**src/rtl/light_sequencer_pkg.sv**
```systemverilog
// Shared types and constants for the race-game light sequencer: phase states,
// light codes and the LFSR tap mask.
package light_pkg;

    typedef enum logic [1:0] {
        IDLE   = 2'd0,
        GREEN  = 2'd1,
        YELLOW = 2'd2,
        RED    = 2'd3
    } state_t;

    localparam logic [1:0] LIGHT_GREEN  = 2'b01;
    localparam logic [1:0] LIGHT_YELLOW = 2'b11;
    localparam logic [1:0] LIGHT_RED    = 2'b10;

    // x^8 + x^6 + x^5 + x^4 + 1 expressed as bits 7,5,4,3 of the shift register
    localparam logic [7:0] LFSR_TAPS = 8'hB8;

    function automatic logic [1:0] light_code(input state_t s);
        case (s)
            YELLOW:  return LIGHT_YELLOW;
            RED:     return LIGHT_RED;
            default: return LIGHT_GREEN;
        endcase
    endfunction

    function automatic logic [7:0] lfsr_next(input logic [7:0] v);
        return {v[6:0], ^(v & LFSR_TAPS)};
    endfunction

endpackage

```
**src/rtl/light_sequencer_tick_divider.sv**
```systemverilog
// Phase tick generator: free-running modulo-TICK_DIV counter, restartable with a
// synchronous clear so every phase starts with a fresh divider.
module tick_divider #(
    parameter int TICK_DIV = 4
) (
    input  logic clk,
    input  logic rst,
    input  logic clear,
    output logic tick
);
    localparam int             CW   = (TICK_DIV > 1) ? $clog2(TICK_DIV) : 1;
    localparam logic [CW-1:0]  LAST = CW'(TICK_DIV - 1);

    logic [CW-1:0] count;

    always_ff @(posedge clk or negedge rst) begin
        if (!rst) begin
            count <= '0;
        end else if (clear || count == LAST) begin
            count <= '0;
        end else begin
            count <= count + 1'b1;
        end
    end

    assign tick = (count == LAST);

endmodule

```
**src/rtl/light_sequencer.sv**
```systemverilog
// Autonomous green/yellow/red light driver with an LFSR-randomised green phase
// and a manual mode that steps one phase per button release.
module light_sequencer
    import light_pkg::*;
#(
    parameter int         TICK_DIV     = 4,
    parameter int         GREEN_MIN    = 2,
    parameter logic [7:0] GREEN_MASK   = 8'h03,
    parameter int         YELLOW_TICKS = 1,
    parameter int         RED_TICKS    = 3,
    parameter logic [7:0] LFSR_SEED    = 8'h5A
) (
    input  logic       clk,
    input  logic       rst,
    input  logic       enable,
    input  logic       manual,
    input  logic       step,
    output logic [1:0] out_red_light,
    output logic       red,
    output logic       phase_pulse,
    output logic [7:0] round_count
);
    localparam logic [7:0] SEED       = (LFSR_SEED == 8'h00) ? 8'h01 : LFSR_SEED;
    localparam logic [7:0] YELLOW_LEN = 8'(YELLOW_TICKS);
    localparam logic [7:0] RED_LEN    = 8'(RED_TICKS);

    state_t     state, state_next;
    logic [7:0] lfsr, remaining, remaining_next, green_len;
    logic [8:0] green_sum;
    logic       step_flag, manual_q, tick, advance, phase_change, clear_div;

    function automatic logic [7:0] phase_len(input state_t s, input logic [7:0] glen);
        case (s)
            GREEN:   return glen;
            YELLOW:  return YELLOW_LEN;
            RED:     return RED_LEN;
            default: return 8'd0;
        endcase
    endfunction

    function automatic state_t follow(input state_t s);
        case (s)
            GREEN:   return YELLOW;
            YELLOW:  return RED;
            RED:     return GREEN;
            default: return IDLE;
        endcase
    endfunction

    // Green length saturates rather than wrapping when MIN plus the masked LFSR overflows.
    assign green_sum = 9'(GREEN_MIN) + {1'b0, lfsr & GREEN_MASK};
    assign green_len = green_sum[8] ? 8'hFF : green_sum[7:0];

    tick_divider #(
        .TICK_DIV(TICK_DIV)
    ) u_div (
        .clk  (clk),
        .rst  (rst),
        .clear(clear_div),
        .tick (tick)
    );

    always_comb begin
        state_next     = state;
        remaining_next = remaining;
        advance        = 1'b0;
        if (!enable) begin
            state_next     = IDLE;
            remaining_next = 8'd0;
        end else if (state == IDLE) begin
            state_next = GREEN;
        end else if (manual) begin
            advance = step_flag && !step;
        end else if (manual_q) begin
            remaining_next = phase_len(state, green_len);
        end else if (tick) begin
            if (remaining <= 8'd1) begin
                advance = 1'b1;
            end else begin
                remaining_next = remaining - 8'd1;
            end
        end
        if (advance) begin
            state_next = follow(state);
        end
        phase_change = (state_next != state);
        if (phase_change && state_next != IDLE) begin
            remaining_next = phase_len(state_next, green_len);
        end
    end

    // Holding the divider cleared in manual mode makes a later switch back to timed start from zero.
    assign clear_div = phase_change || manual || (state == IDLE);

    always_ff @(posedge clk or negedge rst) begin
        if (!rst) begin
            state         <= IDLE;
            remaining     <= 8'd0;
            lfsr          <= SEED;
            step_flag     <= 1'b0;
            manual_q      <= 1'b0;
            out_red_light <= LIGHT_GREEN;
            red           <= 1'b0;
            phase_pulse   <= 1'b0;
            round_count   <= 8'd0;
        end else begin
            state         <= state_next;
            remaining     <= remaining_next;
            lfsr          <= lfsr_next(lfsr);
            step_flag     <= manual && step;
            manual_q      <= manual;
            out_red_light <= light_code(state_next);
            red           <= (state_next == RED);
            phase_pulse   <= phase_change;
            if (state == RED && state_next == GREEN) begin
                round_count <= round_count + 8'd1;
            end
        end
    end

endmodule
```
**config.mk**
```make
export PLATFORM = sky130hd
export DESIGN_NAME = light_sequencer
export DESIGN_NICKNAME = d
export VERILOG_FILES = /design/src/rtl/light_sequencer_pkg.sv /design/src/rtl/light_sequencer_tick_divider.sv /design/src/rtl/light_sequencer.sv
export SDC_FILE = /design/constraint.sdc
export NUM_CORES = 1
export LEC_CHECK = 0
export BUFFER_PORTS_ARGS = -buffer_cell sky130_fd_sc_hd__buf_2
export CAP_MARGIN = 20
export CORE_MARGIN = 2
export CORE_UTILIZATION = 25
export DETAILED_ROUTE_END_ITERATION = 12
export RECOVER_POWER = 50
export SYNTH_ARGS = -nofsm -noshare
export SYNTH_HDL_FRONTEND = slang
export SYNTH_HIERARCHICAL = 1
export SYNTH_SLANG_ARGS = --single-unit
```
**constraint.sdc**
```tcl
create_clock -name clk -period 7.2 [get_ports clk]
set_input_delay 0.72 -clock clk [delete_from_list [all_inputs] [get_ports clk]]
set_output_delay 0.72 -clock clk [all_outputs]
set_load 0.03 [all_outputs]
```
# After elaboration in Yosys (flattened, before gate mapping)
# Cells that the tools add are included.
[word_totals]
rom_bits = 0
n_memories = 0
wordCells = 61
register_bits = 34
latchBits = 0
ramBits = 0
[classes]
n_mul = 0
order_cmp = 1
eq_ne = 12
div = 0
n_reduce_logical = 12
addsub = 4
shift = 0
n_mux = 22
bitwise = 0
[op_table]
columns = ["op", "n"]
rows = [
  ["$mux 8", 8],
  ["$pmux 8 s3", 2],
  ["$eq 2x2->1 const B", 5],
  ["$add 8x1->8 const B", 1],
  ["$le 8x1->1 const B", 1],
  ["$mux 2", 4],
  ["$reduce_xor 8->1", 1],
  ["$sub 8x1->8 const B", 1],
  ["$mux 1", 6],
  ["$pmux 2 s3", 1],
  ["$eq 2x1->1 const B", 2],
  ["$logic_and 1x1->1", 4],
  ["$ne 4x1->1 const B", 1],
  ["$ne 4x3->1 const B", 1],
  ["$pmux 2 s2", 1],
  ["$reduce_and 4->1", 1],
  ["$add 2x2->3 const A", 1],
  ["$logic_or 1x1->1", 3],
  ["$ne 3x2->1 const B", 1],
  ["$ne 3x3->1 const B", 1],
  ["$add 2x1->2 const B", 1],
  ["$logic_not 2->1", 1],
  ["$ne 2x2->1", 1],
  ["$reduce_bool 2->1", 1],
  ["$logic_not 1->1", 1],
]

# Longest topological paths before layout
# Gate-level depths: netlist of the first run.
[depth]
depth_word = 13
depth_mapped = 10
mapped_depth_nobuf = 9

# By module
# Netlist of the first run, hierarchy kept.
[by_module_without_submodules]
columns = ["mod", "cells_per_inst", "instances", "seq_area_each_um2", "area_each_um2"]
rows = [
  ["light_sequencer", 170, 1, 807.0, 1765.4],
  ["tick_divider", 5, 1, 50.0, 85.1],
]

# Worst setup path after synthesis of the first run
# OpenSTA, ideal clock, no wires.
[synth_timing]
path_type = "input-to-reg"
from = "input enable"
to = "register remaining[2]"
setup_ns = 0.127
n_path_buf = 1
path_slack_ns = 4.696
arrival_time_ns = 2.377
stages = 7
path_cell_list = "clkbuf_8 -> and3b_2 -> and3_2 -> a221o_1 -> a21boi_1 -> a32oi_4 -> o32a_2"
[synth_via]
elab_chain_cells = 6
[synth_lines]
columns = ["element", "line", "text"]
rows = [
  ["start: declaration", "light_sequencer.sv:15", "input logic enable,"],
  ["$mux 2 / $mux 1 (equally long branches)", "light_sequencer.sv:67", "if (!enable) begin"],
  ["$mux 2", "light_sequencer.sv:83", "if (advance) begin"],
  ["$ne 2x2->1 / $reduce_bool 2->1 (equally long branches)", "light_sequencer.sv:86, light_sequencer.sv:87", ""],
  ["$logic_and 1x1->1", "light_sequencer.sv:87", "if (phase_change && state_next != IDLE) begin"],
  ["$ne 4x3->1 (no source line), or another cell as far along", "--", ""],
  ["$reduce_and 4->1 (no source line)", "--", ""],
  ["end signal: assignment", "light_sequencer.sv:108", "remaining <= remaining_next;"],
  ["end: declaration", "light_sequencer.sv:28", "logic [7:0] lfsr, remaining, remaining_next, green_len;"],
]
# Several ways; a longest one is shown, not always the timed one.
# A chain may end at the register's enable or synchronous reset.

# Worst setup path after layout of the first run
[layout_timing]
from = "register state[1]"
to = "register remaining[2]"
[layout_via]
elab_chain_cells = 8
[layout_lines]
columns = ["element", "line", "text"]
rows = [
  ["start: declaration", "light_sequencer.sv:27", "state_t state, state_next;"],
  ["start signal: assignment", "light_sequencer.sv:107", "state <= state_next;"],
  ["$logic_not 2->1", "light_sequencer.sv:70", "end else if (state == IDLE) begin"],
  ["$mux 2 / $mux 1 (equally long branches)", "light_sequencer.sv:70", ""],
  ["$mux 2 / $mux 1 (equally long branches)", "light_sequencer.sv:67", ""],
  ["$mux 2", "light_sequencer.sv:83", ""],
  ["$ne 2x2->1 / $reduce_bool 2->1 (equally long branches)", "light_sequencer.sv:86, light_sequencer.sv:87", ""],
  ["$logic_and 1x1->1", "light_sequencer.sv:87", ""],
  ["$ne 4x3->1 (no source line), or another cell as far along", "--", ""],
  ["$reduce_and 4->1 (no source line)", "--", ""],
]
# Several ways; a longest one is shown, not always the timed one. The select of a mux whose other input is x is not followed.

==> impl_metrics.py, run 1 <==
metrics = {
    "setup_path": {
        "cp_slowest_cell": "dfrtp_1",
        "crit_arrival_ps": 2920,
        "critPathMaxFanout": 9,
        "critPathMaxStageDelay_ps": 430,
        "r2r-start": "state[1]",
        "r2r_slack_ps": 4450,
        "path_cells": "inv_1, ha_1, and4bb_2, and2_2, a221oi_1, o21ai_0, a32oi_4, a21oi_1, o32a_2",
        "reg2reg_depth": 9,
        "cp-end-kind": "flip-flop",
        "critPathLaunchType": "flip-flop",
        "required_ps": 7370,
        "r2r-end": "remaining[2]",
        "critical_path_class": "flip-flop to flip-flop",
    },
    "final_layout": {
        "fin_cells": 295,
        "final_common_cell": "dfrtp_1",
        "num-nets-final": 208,
        "layout-drive-gt1-share_pct": 24.5,
        "multiInputGateArea_um2": 923,
        "diodes": 0,
        "regArea_um2": 857,
        "fillCellCount": 757,
        "finalInstanceArea_um2": 2170,
        "area_delta_synth_final_pct": 17.1,
        "mostFrequentLayoutCells": "dfrtp_1 (29), nor2_1 (16), buf_2 (15)",
    },
    "global_route": {
        "grt_pass1_vias": 1382,
        "grt_remaining_overflow": 0,
        "grtUsageTotal_pct": 9.37,
        "grt_max_degree": 35,
        "grt_pass1_wl_um": 6240,
        "antenna_found_initial": 0,
    },
    "power_and_ir_drop": {
        "p_per_area_nw_per_um2": 222,
        "irDropWorstVdd_mv": 0.0814,
        "p_leak_uw": 0.000987,
    },
    "clock_tree": {
        "cts_root_buffer": "clkbuf_8",
        "clock-sinks": 34,
        "cts_resized": 0,
        "clkTransAtPathRegs_ps": 70,
        "cts_buffer_depth": 2,
        "post_cts_buffers": 0,
        "tritoncts.num_buffers": 5,
        "postCtsHoldBufs": 0,
        "cts_tree": "yes",
        "htree_num_levels": 2,
        "clk_latency_ps": 290,
    },
    "synthesis": {
        "syn-cell-area_um2": 1850,
        "ys_ff_latch": 34,
        "synthTopCellsByArea": "dfrtp_1 (39%), dfstp_2 (7.1%), ha_1 (5.4%), xor2_1 (3.3%), nor2_1 (3.2%)",
        "synth_flop_cell": "dfrtp_1",
        "seq_area_frac_synth_pct": 46.3,
        "ys_warn_count": 6,
        "synthDistinctLibCells": 53,
        "synth_fp_nets": 188,
        "synth-async-reset-ratio_pct": 100,
        "netlist_instances": 175,
        "synth_top_cell_by_area": "dfrtp_1",
        "syn_area_per_cell_um2": 10.6,
        "synth_edf_count": 0,
        "synth_top_area_share_pct": 39.2,
    },
    "route": {
        "route.detailed.drc": 0,
        "finalWirelength_um": 3560,
        "postRouteAntennaNets": 0,
        "first_pass_iters": 4,
        "num_vias": 1366,
        "detail_route.wl_per_cell_um": 12.1,
        "drtIter0Drc": 87,
        "viasPerCell": 4.63,
    },
    "sta": {
        "hold_viol": 0,
        "max_freq_ghz": 0.364,
        "drv_slew": 35,
        "finClkSkew_ps": 5.06,
        "layout_min_cycle_time_ps": 2750,
        "max-slew-margin-rel_pct": -15.8,
        "rsz0062_at_grt": "false",
        "period_share_pct": 38.2,
        "setup_violations": 0,
        "setup_slack_ps": 4450,
        "setup_tns_ps": 0,
        "tightest_slew_ps": 1740,
    },
    "die": {
        "initial_core_util_pct": 25.7,
        "rows": 31,
        "die_area_um2": 8110,
        "core_um2": 7210,
        "die_x_um": 90.0,
        "fp.dieH_um": 90.0,
        "io_pins": 17,
    },
    "placement": {
        "postPlaceCellArea_um2": 2020,
        "hpwl_um": 2580,
        "dp_slack_ps": 4410,
        "routabilityCongestion": 0.761,
        "port_buffers": 16,
        "placed_cells": 286,
    },
    "worst_hold_path": {
        "min_from": "lfsr[2]",
        "hold_end": "lfsr[3]",
        "hold_path.class": "flip-flop to flip-flop",
        "whs_path_depth": 0,
    },
    "flow_run": {
        "drv_cap": 1,
    },
    "outcome": {
        "violations": "max-capacitance violations, max-slew violations",
        "status": "finished, violations left",
    },
}
## final cells by class
class	instances	area share [%]
Timing Repair Buffer	17	3.81
Tap cell	99	5.72
Clock inverter	2	2.77
Clock buffer	6	3.81
Inverter	10	1.73
Multi-Input combinational cell	127	42.6
Sequential cell	34	39.5
## layer usage
layer | track usage (%) | part of all wire, % | wire length (um)
met1 | 12.1 | 48 | 1710
met2 | 14.5 | 46 | 1640
met3 | 3.27 | 5.2 | 184
met4 | 3.59 | 0.87 | 31
met5 | 0 | 0 | 0
## power breakdown
part           total, uW  internal, uW  switching (uW)
Combinational       58.2          23.3            34.9
Clock                218           148            69.9
Sequential           204           197            7.80
## Yosys cell counts (2+ instances only)
| cell | count |
|---|---|
| inv_1 | 9 |
| or4_4 | 2 |
| nand2b_1 | 3 |
| nand2_1 | 12 |
| o21ai_0 | 9 |
| a22oi_1 | 2 |
| nor2_1 | 16 |
| and2_1 | 3 |
| dfrtp_1 | 29 |
| a221oi_1 | 2 |
| xnor2_1 | 4 |
| xor2_1 | 7 |
| dfstp_2 | 5 |
| ha_1 | 8 |
| nor3_2 | 3 |
| or2_2 | 2 |
| mux2i_1 | 2 |
| nand3b_1 | 2 |
| clkbuf_1 | 2 |
| nor3_1 | 6 |
| nand3_1 | 6 |
| a21oi_1 | 10 |
## kinds of logic after synthesis
kind of cell / Yosys count / synth area share, %
XOR/XNOR: 11 / 5.21
multiplexers: 3 / 1.69
flip-flops: 34 / 46.3
AND/OR/NAND/NOR: 67 / 21.5
adder cells (fa/ha/maj): 8 / 5.41
buffers and inverters: 14 / 3.79
AO/OA/AOI/OAI: 38 / 16.1
## how the worst max path moves through the flow
stage,endpoint,startpoint,slack [ps]
after floorplan,remaining[2],enable,4700
after global routing,remaining[2],state[0],4280
final,remaining[2],state[1],4450
after global placement,remaining[0],remaining[0],4410
after detailed placement,remaining[2],enable,4410
after CTS,remaining[2],state[1],4400
## sequential cells by signal (all words and copies together), names as in the netlist
signal / flops
phase_pulse: 1
remaining: 8
out_red_light: 2
round_count: 8
manual_q: 1
u_div/count: 2
red: 1
state: 2
step_flag: 1
lfsr: 8
## metrics by stage
step                      power [uW]  hold WS (ps)  utilization [%]
after floorplan                  252           333                -
after global placement           266           339             28.0
after detailed placement         266           340             28.0
after CTS                        486           356             30.0
after global routing             503           377             30.0
final                            480           357             30.0
## critical path: cells and delay by family (launching register included)
family          cells  cell delay (ps)
compound gates      5             1240
simple gates        2              500
fa+ha+maj           1              310
flops               1              430
buf+inv             1              140
(Power assumes the default switching activity.)
==> run 2, diff against run 1 <==
==> constraint.sdc (replaced) <==
create_clock -name clk -period 2.9 [get_ports clk]
set_input_delay 0.29 -clock clk [delete_from_list [all_inputs] [get_ports clk]]
set_output_delay 0.29 -clock clk [all_outputs]
set_load 0.03 [all_outputs]
==> impl_metrics.py, run 2 (synthesis gave the netlist of run 1 again) <==
metrics = {
    "route": {
        "detail_route.wl_per_cell_um": 11.9,
        "postRouteAntennaNets": 0,
        "first_pass_iters": 4,
        "route.detailed.drc": 0,
        "viasPerCell": 4.57,
        "num_vias": 1362,
        "drtIter0Drc": 94,
        "finalWirelength_um": 3540,
    },
    "power_and_ir_drop": {
        "p_per_area_nw_per_um2": 504,
        "p_clk_share_pct": 39.9,
        "p_int_uw": 804,
        "comb_power_share_pct": 13.8,
        "pwr-share-seq_pct": 46.3,
        "power_switching_uw": 287,
        "total_power_uw": 1090,
        "irDropWorstVdd_mv": 0.155,
        "p_leak_uw": 0.000979,
        "swShare_pct": 26.3,
    },
    "sta": {
        "setup_tns_ps": 0,
        "drv_slew": 35,
        "finClkSkew_ps": 6.36,
        "layout_min_cycle_time_ps": 2700,
        "max_freq_ghz": 0.371,
        "hold_viol": 0,
        "setup_violations": 0,
        "rsz0062_at_grt": "false",
        "tightest_slew_ps": 1770,
        "period_share_pct": 93.1,
        "max-slew-margin-rel_pct": -18.0,
    },
    "flow_run": {
        "drv_cap": 1,
    },
    "global_route": {
        "antenna_found_initial": 0,
        "grt_pass1_vias": 1306,
        "grt_remaining_overflow": 0,
        "grt_pass1_wl_um": 6260,
        "grtUsageTotal_pct": 9.45,
        "grt_max_degree": 35,
    },
    "setup_path": {
        "path_buf_inv": 0,
        "critPathLaunchType": "flip-flop",
        "cp_slowest_cell": "or4_4",
        "critPathMaxStageDelay_ps": 600,
        "path_cells": "or4_4, nor4_4, a221oi_1, or3_4, a32oi_4, a21oi_1, o32a_2",
        "cp-end-kind": "flip-flop",
        "required_ps": 3070,
        "critical_path_class": "flip-flop to flip-flop",
        "cp_top_family": "simple AND/OR/NAND/NOR gates",
        "r2r_slack_ps": 200,
        "crit_arrival_ps": 2870,
        "critPathMaxFanout": 9,
    },
    "clock_tree": {
        "cts_root_buffer": "clkbuf_8",
        "clock-sinks": 34,
        "htree_num_levels": 2,
        "post_cts_buffers": 0,
        "tritoncts.num_buffers": 5,
        "cts_tree": "yes",
        "clkTransAtPathRegs_ps": 70,
        "cts_buffer_depth": 2,
        "clk_latency_ps": 290,
        "postCtsHoldBufs": 0,
        "cts_resized": 0,
    },
    "final_layout": {
        "area_delta_synth_final_pct": 16.9,
        "layout-drive-gt1-share_pct": 25.6,
        "num-nets-final": 211,
        "reg.largest.list": "lfsr: 8 flops, remaining: 8 flops, round_count: 8 flops",
        "mostFrequentLayoutCells": "dfrtp_1 (29), nor2_1 (16), buf_2 (14)",
        "final_common_cell": "dfrtp_1",
        "diodes": 0,
    },
    "die": {
        "fp.dieH_um": 90.0,
        "die_x_um": 90.0,
        "io_pins": 17,
        "rows": 31,
        "core_um2": 7210,
        "die_area_um2": 8110,
        "initial_core_util_pct": 25.7,
    },
    "placement": {
        "port_buffers": 16,
        "hpwl_um": 2600,
        "routabilityCongestion": 0.832,
    },
    "outcome": {
        "status": "finished, violations left",
        "violations": "max-capacitance violations, max-slew violations",
    },
    "worst_hold_path": {
        "hold_path.class": "input pin to flip-flop",
    },
}
run 2: path summary, 6_finish.rpt:
check,startpoint,to,cells after the start
max,remaining[3],remaining[2],7
min,manual,manual_q,1
max reg2reg,remaining[3],remaining[2],7
min reg2reg,lfsr[2],lfsr[3],0
max in group asynchronous,rst,remaining[6],1
min in group asynchronous,rst,round_count[4],1
run 2: metrics by stage:
step	instances	util, %	hold slack [ps]	instance area (um2)	worst slack [ps]
after CTS	298	30.0	96.0	2170	197
after floorplan	175	-	-5.59	1850	409
after global placement	290	28.4	339	2050	262
after global routing	298	30.0	204	2160	14.8
after detailed placement	290	28.4	360	2050	201
final	298	30.0	214	2160	201
run 2: cell type report:
type	count	area (um2)
clock buffers	5	68.8
fillers	750	5050
multi-input cells	127	923
flip-flops and latches	34	857
inverters	10	37.5
well taps	99	124
repair buffers	20	108
clock inverters	3	45.0
run 2: power groups by stage:
stage / clock (uW) / sequential (uW) / combinational (uW)
final: 435 / 505 / 151
after CTS: 452 / 505 / 152
after global routing: 473 / 508 / 168
after detailed placement: 0 / 514 / 152
after global placement: 0 / 514 / 150
after floorplan: 0 / 516 / 110
run 2: worst register-to-register path: stages, from the launching register on:
cell and delay [ps]:
dfrtp_1 440, or4_4 600, nor4_4 330, a221oi_1 170, or3_4 410, a32oi_4 370, a21oi_1 70, o32a_2 180
run 2: metal layers:
metal | track usage [%] | part of all wire [%] | up-vias
met2 | 14.1 | 47 | 23
met5 | 0 | 0 | -
li1 | - | - | 670
met4 | 3.46 | 1.1 | 0
met1 | 12.8 | 48 | 665
met3 | 3.02 | 3.7 | 4
